--- config.mk ---
export PLATFORM = sky130hd
export DESIGN_NAME = seq_multiplier
export DESIGN_NICKNAME = d
export VERILOG_FILES = /design/src/rtl/mult_pkg.sv /design/src/rtl/addsub.sv /design/src/rtl/seq_multiplier.sv
export SDC_FILE = /design/constraint.sdc
export NUM_CORES = 1
export LEC_CHECK = 0
export CAP_MARGIN = 20
export CORE_ASPECT_RATIO = 0.6
export CORE_MARGIN = 3
export CORE_UTILIZATION = 45
export DETAILED_ROUTE_END_ITERATION = 8
export PLACE_DENSITY = 0.79
export SLEW_MARGIN = 10
export SYNTH_ARGS = -nofsm -noshare
export SYNTH_HDL_FRONTEND = slang
export SYNTH_SLANG_ARGS = --single-unit
--- constraint.sdc ---
create_clock -name clock -period 3.45 [get_ports clock]
set_input_delay 0.69 -clock clock [delete_from_list [all_inputs] [get_ports clock]]
set_output_delay 0.69 -clock clock [all_outputs]
set_load 0.01 [all_outputs]
--- src/rtl/mult_pkg.sv ---
// Shared types for the sequential multiplier: operating mode and control state.
package mult_pkg;

   typedef enum logic [1:0] {
      UNSIGNED = 2'b00,
      SIGNED   = 2'b01,
      UMAC     = 2'b10,
      SMAC     = 2'b11
   } func_t;

   typedef enum logic [1:0] {
      IDLE = 2'b00,
      RUN  = 2'b01,
      DONE = 2'b10
   } state_t;

endpackage

--- src/rtl/addsub.sv ---
// W-bit adder/subtractor; subtraction is a + ~b + 1, so cout is not a borrow.
module addsub #(
   parameter int W = 8
) (
   input  logic [W-1:0] a,
   input  logic [W-1:0] b,
   input  logic         sub,
   output logic [W-1:0] sum,
   output logic         cout,
   output logic         ovf
);

   logic [W-1:0] w_b;

   assign w_b           = b ^ {W{sub}};
   assign {cout, sum}   = {1'b0, a} + {1'b0, w_b} + {{W{1'b0}}, sub};
   assign ovf           = (a[W-1] == w_b[W-1]) && (sum[W-1] != a[W-1]);

endmodule

--- src/rtl/seq_multiplier.sv ---
// Shift-add multiplier (unsigned / radix-2 Booth) with optional accumulate,
// one step per clock; result and done appear N cycles after the accept edge.
module seq_multiplier
   import mult_pkg::*;
#(
   parameter int N = 4
) (
   input  logic           clock,
   input  logic           n_reset,
   input  logic           start,
   input  logic [1:0]     func,
   input  logic [N-1:0]   m,
   input  logic [N-1:0]   q,
   input  logic           clear_acc,
   output logic           ready,
   output logic           done,
   output logic [2*N-1:0] product,
   output logic           overflow
);

   localparam int CW = $clog2(N);

   state_t           r_state, w_state_nxt;
   func_t            r_func;
   logic [CW-1:0]    r_cnt;
   logic [N:0]       r_a;
   logic [N-1:0]     r_m, r_q;
   logic             r_qm1;
   logic [2*N-1:0]   r_acc, r_product;
   logic             r_overflow;

   logic             w_signed, w_mac, w_do_add, w_sub;
   logic [N:0]       w_b_ext, w_sum, w_new_a, w_sh_a;
   logic [N-1:0]     w_sh_q;
   logic [2*N-1:0]   w_result, w_acc_sum;
   logic             w_acc_cout, w_acc_ovf;
   logic             w_step_cout_unused, w_step_ovf_unused;

   assign w_signed = (r_func == SIGNED) || (r_func == SMAC);
   assign w_mac    = (r_func == UMAC)   || (r_func == SMAC);

   // A carries one guard bit so Booth is exact for M = -2^(N-1); in unsigned
   // mode that bit is the carry C and is always zero at the start of a step.
   assign w_b_ext  = w_signed ? {r_m[N-1], r_m} : {1'b0, r_m};
   assign w_do_add = w_signed ? (r_q[0] ^ r_qm1) : r_q[0];
   assign w_sub    = w_signed & r_q[0] & ~r_qm1;

   addsub #(.W(N+1)) u_step (
      .a    (r_a),
      .b    (w_b_ext),
      .sub  (w_sub),
      .sum  (w_sum),
      .cout (w_step_cout_unused),
      .ovf  (w_step_ovf_unused)
   );

   assign w_new_a  = w_do_add ? w_sum : r_a;
   assign w_sh_a   = {w_signed ? w_new_a[N] : 1'b0, w_new_a[N:1]};
   assign w_sh_q   = {w_new_a[0], r_q[N-1:1]};
   assign w_result = {w_sh_a[N-1:0], w_sh_q};

   addsub #(.W(2*N)) u_acc (
      .a    (r_acc),
      .b    (w_result),
      .sub  (1'b0),
      .sum  (w_acc_sum),
      .cout (w_acc_cout),
      .ovf  (w_acc_ovf)
   );

   always_comb begin
      w_state_nxt = r_state;
      ready       = 1'b0;
      done        = 1'b0;
      case (r_state)
         IDLE: begin
            ready = 1'b1;
            if (start) w_state_nxt = RUN;
         end
         RUN:  if (r_cnt == '0) w_state_nxt = DONE;
         DONE: begin
            done        = 1'b1;
            w_state_nxt = IDLE;
         end
         default: w_state_nxt = IDLE;
      endcase
   end

   always_ff @(posedge clock) begin
      if (!n_reset) r_state <= IDLE;
      else          r_state <= w_state_nxt;
   end

   always_ff @(posedge clock) begin
      if (!n_reset) begin
         r_func     <= UNSIGNED;
         r_cnt      <= '0;
         r_a        <= '0;
         r_m        <= '0;
         r_q        <= '0;
         r_qm1      <= 1'b0;
         r_acc      <= '0;
         r_product  <= '0;
         r_overflow <= 1'b0;
      end else begin
         case (r_state)
            IDLE: begin
               if (clear_acc) begin
                  r_acc      <= '0;
                  r_overflow <= 1'b0;
               end
               if (start) begin
                  r_func <= func_t'(func);
                  r_m    <= m;
                  r_q    <= q;
                  r_a    <= '0;
                  r_qm1  <= 1'b0;
                  r_cnt  <= CW'(N-1);
               end
            end
            RUN: begin
               r_a   <= w_sh_a;
               r_q   <= w_sh_q;
               r_qm1 <= r_q[0];
               r_cnt <= r_cnt - 1'b1;
               // Final step: publish the result so it is valid while DONE.
               if (r_cnt == '0) begin
                  if (w_mac) begin
                     r_acc     <= w_acc_sum;
                     r_product <= w_acc_sum;
                     if (w_signed ? w_acc_ovf : w_acc_cout) r_overflow <= 1'b1;
                  end else begin
                     r_product <= w_result;
                  end
               end
            end
            default: ;
         endcase
      end
   end

   assign product  = r_product;
   assign overflow = r_overflow;

endmodule

Word level (Yosys, flattened, before mapping)
Cells that the tools add are included.
W data, S select, Z words.
{ "classes": {"n_addsub": 4, "eq_ne": 12, "mux": 28, "n_bitwise": 5, "n_reduce_logical": 12} }
{ "ops": {"columns": ["op", "n"], "rows": [
  ["$mux W8", 4],
  ["$pmux W8 S2", 1],
  ["$mux W5", 3],
  ["$mux W1", 10],
  ["$ne A2 B2 Y1 const B", 5],
  ["$pmux W5 S2", 1],
  ["$add A8 B8 Y9", 1],
  ["$pmux W2 S2", 2],
  ["$pmux W4 S2", 1],
  ["$reduce_and A2 Y1", 4],
  ["$eq A2 B2 Y1 const B", 3],
  ["$mux W2", 3],
  ["$add A5 B1 Y5", 1],
  ["$add A5 B5 Y5", 1],
  ["$reduce_and A5 Y1", 1],
  ["$xor A5 B5 Y5", 1],
  ["$eq A2 B1 Y1 const B", 2],
  ["$logic_not A2 Y1", 2],
  ["$mux W4", 1],
  ["$pmux W1 S2", 2],
  ["$reduce_and A4 Y1", 1],
  ["$and A1 B1 Y1", 2],
  ["$logic_or A1 B1 Y1", 2],
  ["$reduce_bool A2 Y1", 1],
  ["other kinds (6)", 6]
]} }
{ "word_totals": {"reg_bits": 37, "inputBits": 14, "output_inout_bits": 11, "wordCells": 71} }

Longest topological paths before layout
Gate-level depths: netlist of the first run.
{ "depth": {"depth_word": 16, "depth_mapped": 16, "mapped_depth_nobuf": 15} }

Hierarchy
A second synthesis of the first run with hierarchy kept.
{ "hier_totals": {"hier_cells": 279, "hier_area_um2": 2321.0} }
{ "modules_own_cells": {"columns": ["module", "instances", "cells_each", "area_per_inst_um2", "seq_area_each_um2"], "rows": [
  ["seq_multiplier", 1, 187, 1581.5, 740.7],
  ["addsub (u_acc)", 1, 60, 470.5, 0.0],
  ["addsub (u_step)", 1, 32, 269.0, 0.0]
]} }

Worst setup path after synthesis of the first run
OpenSTA, ideal clock, no wires.
{ "synth_timing": {"path_type": "register to register", "startpoint": "register r_q[0]", "endpoint": "register r_product[7], in the netlist product[7]", "setup_ns": 0.077, "arrival_time_ns": 2.816, "required_ns": 3.373, "slack_ns": 0.557, "path_stages_with_launch": 16, "n_path_buf": 0, "period_less_slack_ns": 2.893, "cell_sequence": "dfxtp_1 > nand3b_2 > xnor2_1 > ha_1 > o21a_1 > o22ai_1 > xnor2_1 > mux2i_1 > inv_1 > ha_1 > a21oi_1 > o21a_1 > o31a_1 > xnor2_1 > nand2_1 > a41oi_2"} }
{ "synth_via": {"elab_chain_cells": 8, "word_cells_on_any_way": 10, "classes_between": "add/sub: 3; mux: 3; bitwise: 4"} }
{ "synth_lines": {"columns": ["element", "line", "rtl"], "rows": [
  ["start: declaration", "seq_multiplier.sv:27", "logic [N-1:0] r_m, r_q;"],
  ["start signal: assignment", "seq_multiplier.sv:115", "r_q <= q;"],
  ["start signal: assignment", "seq_multiplier.sv:123", "r_q <= w_sh_q;"],
  ["$and A1 B1 Y1 (2 in a row)", "seq_multiplier.sv:46", "assign w_sub = w_signed & r_q[0] & ~r_qm1;"],
  ["$xor A5 B5 Y5", "addsub.sv:15", "assign w_b = b ^ {W{sub}};"],
  ["$add A5 B5 Y5", "addsub.sv:16", "assign {cout, sum} = {1'b0, a} + {1'b0, w_b} + {{W{1'b0}}, sub};"],
  ["$add A5 B1 Y5", "addsub.sv:16", null],
  ["$mux W5 (*)", "seq_multiplier.sv:57", "assign w_new_a = w_do_add ? w_sum : r_a;"],
  ["$add A8 B8 Y9", "addsub.sv:16", null],
  ["$mux W8 (*)", "seq_multiplier.sv:128", "if (w_mac) begin"],
  ["end signal: assignment", "seq_multiplier.sv:130", "r_product <= w_acc_sum;"],
  ["end signal: assignment", "seq_multiplier.sv:133", "r_product <= w_result;"],
  ["end: declaration", "seq_multiplier.sv:29", "logic [2*N-1:0] r_acc, r_product;"]
]} }
Every way passes the cells marked *; elsewhere a longest branch is shown, timed or not.
A chain may end at the register's enable or synchronous reset.

Worst setup path in the final report of the first run
{ "layout_timing": {"startpoint": "register r_qm1", "endpoint": "register r_product[7], in the netlist product[7]"} }
{ "layout_via": {"elab_chain_cells": 8, "word_cells_on_any_way": 10, "classes_between": "add/sub: 3; mux: 3; bitwise: 4"} }
{ "layout_lines": {"columns": ["element", "line", "rtl"], "rows": [
  ["start: declaration", "seq_multiplier.sv:28", "logic r_qm1;"],
  ["start signal: assignment", "seq_multiplier.sv:124", "r_qm1 <= r_q[0];"],
  ["$not A1 Y1", "seq_multiplier.sv:46", null],
  ["$and A1 B1 Y1", "seq_multiplier.sv:46", null],
  ["$xor A5 B5 Y5", "addsub.sv:15", null],
  ["$add A5 B5 Y5", "addsub.sv:16", null],
  ["$add A5 B1 Y5", "addsub.sv:16", null],
  ["$mux W5 (*)", "seq_multiplier.sv:57", null],
  ["$add A8 B8 Y9", "addsub.sv:16", null],
  ["$mux W8 (*)", "seq_multiplier.sv:128", null]
]} }
Marked as above.

==> results of run 1 <==
## layout make-up
class | count | area, um2 | share of cell area (%)
inverters | 9 | 33.8 | 1.37
flip-flops and latches | 37 | 743 | 30.2
repair buffers | 26 | 255 | 10.4
well taps | 60 | 75.1 | 3.05
clock buffers | 7 | 96.3 | 3.92
clock inverters | 1 | 5.00 | 0.203
multi-input cells | 195 | 1250 | 50.9
## through the flow
step                      hold WS, ns  area, um2  util (%)  setup WS, ns  power (mW)
final                           0.463       2460      57.8         0.293       0.991
after global routing            0.485       2460      57.8        0.0419        1.04
after CTS                       0.463       2450      57.6         0.124       0.996
after global placement          0.444       2350      55.2         0.312       0.653
after detailed placement        0.450       2350      55.2         0.169       0.658
after floorplan                 0.436       2060         -         0.557       0.593
## per-layer routing
metal / global-route usage (%) / vias up / share of wire (%)
li1: - / 921 / -
met1: 28.0 / 849 / 51
met2: 27.1 / 51 / 40
met3: 7.02 / 4 / 8.1
met4: 5.01 / 0 / 0.53
met5: 0 / - / 0
## flip-flops by register name, indices dropped and copies added (netlist names)
signal    cells
product       8
r_acc         8
r_a           5
r_m           4
r_q           4
r_cnt         2
r_func        2
r_state       2
overflow      1
r_qm1         1
## report_power, final
part | total [mW] | internal (mW) | switching [mW]
Clock | 0.340 | 0.181 | 0.160
Combinational | 0.174 | 0.0764 | 0.0971
Sequential | 0.477 | 0.450 | 0.0271
## worst paths after layout
path | to | cells after the start | slack (ns)
max | product[7] | 15 | 0.29
min | r_acc[0] | 2 | 0.46
max reg2reg | product[7] | 15 | 0.29
min reg2reg | r_acc[0] | 2 | 0.46
## Yosys cell counts (all sizes together) (6+ instances only)
library cell / n
clkbuf: 10
inv: 8
nand2: 48
xnor2: 14
o21ai: 6
ha: 13
dfxtp: 37
a21oi: 32
nor2: 17
nand3: 9
## worst min-delay path, cell delays in order, from the launching register on
cell and delay, ns:
dfxtp_1 0.32, nand2_1 0.05, a21oi_1 0.05
## cell families after synthesis
group,count (synthesis)
AND/OR/NAND/NOR,92
AO/OA/AOI/OAI,68
flip-flops,37
buffers and inverters,20
XOR/XNOR,16
adder cells (fa/ha/maj),15
multiplexers,4
## timing repair
action	CTS	global route
endpoints found under the setup margin	0	3
resized for setup	0	3
buffers inserted	0	0
==> impl_metrics.yaml, run 1 <==
run_status:
  outcome: "completed"
power:
  leakage_nw: 0.984
  powerDensity_nw_per_um2: 403
  peakVddDrop_v: 0.000263
synth:
  synth-warning-count: 0
  yosys.area_share.simple_pct: 20.5
  ys_ff_latch: 37
  yosys-mux-area-fraction_pct: 1.94
  synth-async-reset-ratio_pct: 0
  synth_area_leader_cell: "dfxtp_1"
  synth-edff-count: 0
  synth_compound_area_share_pct: 20.9
  synthAdderAreaFrac_pct: 9.82
  ys_seq_area_share_pct: 35.9
  syn_avg_cell_area_um2: 8.19
  synth_top_flop_cell: "dfxtp_1"
  synthXorXnorAreaFrac_pct: 7.16
  synth_top_area_share_pct: 35.9
  synth.area.top_cells: "dfxtp_1, nand2_1, ha_1, a21oi_1, xnor2_1"
  mappedNetlistArea_um2: 2060
  synth_top_family_by_area: "compound AO/OA/AOI/OAI gates"
  syn_nets: 281
  synthDistinctLibCells: 41
  synth_cells: 252
timing:
  relSlewSlack_pct: 54.3
  slew_violations: 0
  rsz0062_at_grt: "no"
  max_freq_mhz: 317
  clock_skew_ns: 0.00727
  fin_crit_ns: 3.16
  setup_viol: 0
  setup_tns_ns: 0
  hold_viol_final: 0
  period_share_pct: 91.5
  worst_slew_pin_slew_ns: 0.684
routing:
  dr.pass1.iters: 4
  drt-initial-drc-count: 134
  antenna_left: 0
  via_per_inst: 5.45
  routed_wl_um: 4910
  drc: 0
  num_vias: 1825
  wire_per_inst_um: 14.6
global_routing:
  antenna_found_initial: 0
  grt_usage_pct: 19.4
  grt_pass1_vias: 1671
  grt_overflow: 0
  grt_max_degree: 20
  grt_pass1_wl_um: 8050
worst_setup_path:
  crit_family: "compound AO/OA/AOI/OAI gates"
  max_stage_delay_ns: 0.35
  path_max_fanout: 5
  worst-setup-path-type: "reg -> reg"
  start_kind: "flop"
  critPathRequiredTime_ns: 3.67
  cp_num_buf_inv: 1
  path_cells: "nand3b_2, xnor2_2, ha_1, o21a_1, o22ai_1, xnor2_1, mux2i_1, inv_1, ha_1, a21oi_1, o21a_1, o31a_1, xnor2_1, nand2_1, a41oi_2"
  cp.arrival_ns: 3.38
  critPathLaunch: "r_qm1"
  setup.worst_path.end_class: "flop"
  reg2reg_from: "r_qm1"
  crit_slowest_cell: "dfxtp_1"
placed_design:
  dpl.cell_count: 327
  hpwl_um: 3580
  numPortBuffers: 24
  gp_congestion: 0.903
floorplanning:
  die_y_um: 58.5
  initial_core_util_pct: 48.5
  die_x_um: 93.4
  core_um2: 4260
  fp.dieArea_um2: 5460
  num_rows: 18
  boundaryPins: 25
clock_network:
  holdBufCountCts: 0
  insertion_delay_ns: 0.30
  path_clk_slew_ns: 0.07
  root_buffer: "clkbuf_8"
  h-tree-depth: 2
  cts_sinks: 37
  cts_tree: "yes"
  cts_buffer_depth: 2
  cts_buffers: 5
final_layout:
  drive_gt1_share_pct: 6.91
  area_growth_pct: 19.2
  num-nets-final: 303
  fill_cells: 390
  diodes: 0
  final_common_cell: "nand2_1"
  layoutNonFillerInstCount: 335
  final_cell_mix: "nand2_1, dfxtp_1, a21oi_1, clkdlybuf4s50_1, nor2_1"
worst_hold_path:
  worstHoldPathType: "reg -> reg"
  worstHoldStart: "r_acc[0]"
flow_run:
  max_cap_violations: 0
No activity file was read; power rests on OpenSTA's default activity.
==> run 2, diff against run 1 <==
--- a/config.mk
+++ b/config.mk
@@ -5,12 +5,15 @@
 export SDC_FILE = /design/constraint.sdc
 export NUM_CORES = 1
 export LEC_CHECK = 0
+export ABC_CLOCK_PERIOD_IN_PS = 3450
 export CAP_MARGIN = 20
 export CORE_ASPECT_RATIO = 0.6
 export CORE_MARGIN = 3
 export CORE_UTILIZATION = 45
 export DETAILED_ROUTE_END_ITERATION = 8
 export PLACE_DENSITY = 0.79
+export SETUP_SLACK_MARGIN = 0.4
+export SKIP_LAST_GASP = 1
 export SLEW_MARGIN = 10
 export SYNTH_ARGS = -nofsm -noshare
 export SYNTH_HDL_FRONTEND = slang
==> run 2 against run 1 <==
  * Non-clock buffer count grew 4
  * Worst setup slack gained 0.18 ns
  * Critical path depth shrank 2
  * Global-route usage grew 0.061 points
  * Design area grew 5.0%
  * Highest routed layer unchanged
==> impl_metrics.yaml, run 2 (same netlist as run 1, synthesis figures left out) <==
timing:
  setup_tns_ns: 0
  hold_viol_final: 0
  relSlewSlack_pct: 53.2
  clock_skew_ns: 0.00890
  worst_slew_pin_slew_ns: 0.701
  period_share_pct: 86.2
  fin_crit_ns: 2.97
  rsz0062_at_grt: "no"
  slew_violations: 0
  setup_viol: 0
  max_freq_mhz: 336
final_layout:
  multi_input_area_um2: 1330
  drive_gt1_share_pct: 12.5
  fill_cells: 381
  num-nets-final: 307
  layoutNonFillerInstCount: 339
  final_cell_mix: "nand2_1, dfxtp_1, a21oi_1, clkdlybuf4s50_1, nor2_1"
  area_growth_pct: 25.2
  regArea_um2: 756
  diodes: 0
  final_common_cell: "nand2_1"
worst_hold_path:
  hold_depth: 2
  worstHoldPathType: "reg -> reg"
  worstHoldStart: "r_acc[0]"
  min_to: "r_acc[0]"
clock_network:
  root_buffer: "clkbuf_8"
  h-tree-depth: 2
  cts_tree: "yes"
  path_clk_slew_ns: 0.08
  cts_sinks: 37
  insertion_delay_ns: 0.30
  cts_buffer_depth: 2
  cts_buffers: 5
  holdBufCountCts: 0
global_routing:
  grt_max_degree: 20
  grt_util_met2_pct: 27.4
  grt_use_met1_pct: 27.9
  grt_pass1_vias: 1681
  grt_util_met3_pct: 7.02
  grt_pass1_wl_um: 8090
  antenna_found_initial: 0
  grt_usage_pct: 19.4
  busiest_layer: "met1"
  grt_overflow: 0
flow_run:
  max_cap_violations: 0
routing:
  via_per_inst: 5.58
  drt-initial-drc-count: 116
  wire_per_inst_um: 15.1
  num_vias: 1890
  routed_wl_um: 5130
  dr.pass1.iters: 4
  antenna_left: 0
  drc: 0
placed_design:
  gp_congestion: 0.903
  dpl.cell_count: 327
  numPortBuffers: 24
  hpwl_um: 3580
worst_setup_path:
  cp.arrival_ns: 3.21
  rr_worst_depth: 13
  setup.worst_path.end_class: "flop"
  start_kind: "flop"
  reg2reg_from: "r_q[0]"
  path_cells: "and4bb_2, a21o_1, fa_2, a21o_1, a21oi_2, xnor2_1, nand2_2, xnor2_2, ha_1, o21a_1, nor2_1, a211o_1, a31oi_1"
  reg2reg_slack_ns: 0.48
  crit_top_cell: "a21o_1"
  critPathRequiredTime_ns: 3.68
  max_stage_delay_ns: 0.38
  crit_slowest_cell: "dfxtp_4"
  r2r-end: "overflow"
  path_max_fanout: 5
  worst-setup-path-type: "reg -> reg"
floorplanning:
  fp.dieArea_um2: 5460
  boundaryPins: 25
  die_x_um: 93.4
  die_y_um: 58.5
  core_um2: 4260
  num_rows: 18
  initial_core_util_pct: 48.5
run_status:
  outcome: "completed"
power:
  peakVddDrop_v: 0.000262
  powerDensity_nw_per_um2: 388
  leakage_nw: 1.06
run 2: layout make-up:
cell class	count	share of cell area [%]
multi-input combinational	195	51.6
sequential	37	29.3
timing repair buffer	30	11.0
clock buffer	7	3.73
tap	60	2.91
inverter	9	1.31
clock inverter	1	0.194
run 2: what timing repair did:
item	in CTS	in global routing
setup buffers	1	3
resized for setup	5	16
setup endpoints to repair	3	3
hold endpoints to repair	0	0
pin swaps	1	4
run 2: metrics by stage:
| step | utilization, % | total power [mW] | hold WS (ns) | worst slack, ns | cell area (um2) |
|---|---|---|---|---|---|
| floorplan | - | 0.593 | 0.436 | 0.557 | 2060 |
| global placement | 55.2 | 0.653 | 0.444 | 0.312 | 2350 |
| detailed placement | 55.2 | 0.658 | 0.450 | 0.169 | 2350 |
| CTS | 58.2 | 1.00 | 0.463 | 0.405 | 2480 |
| global route | 60.7 | 1.05 | 0.485 | 0.327 | 2580 |
| finish | 60.7 | 1.00 | 0.460 | 0.476 | 2580 |
run 2: how the worst max path moves through the flow:
stage          cells after the start  slack, ns         end      start
2_1_floorplan                     15       0.56  product[7]     r_q[0]
3_3_place_gp                      15       0.31  product[7]     r_q[0]
3_5_place_dp                      15       0.17  product[7]  r_func[0]
4_1_cts                           13       0.40    overflow      r_qm1
5_1_grt                           13       0.33    overflow     r_q[0]
6_report                          13       0.48    overflow     r_q[0]
run 2: where the power goes:
part,switching [mW],internal [mW]
Sequential,0.0276,0.449
Clock,0.161,0.181
Combinational,0.102,0.0822
run 2: routing by layer:
metal,share of wire (%),up-vias
met5,0,-
met1,49,885
met3,8.0,8
met2,42,59
met4,0.97,0
li1,-,938
run 2: critical path, delay by kind of cell, from the launching register on:
kind	cells	cell delay, ns
AOI/OAI and AO/OA	6	1.06
xor gates and xnor gates	2	0.34
adders and majority gates	2	0.71
DFF	1	0.38
and+or+nand+nor	3	0.41
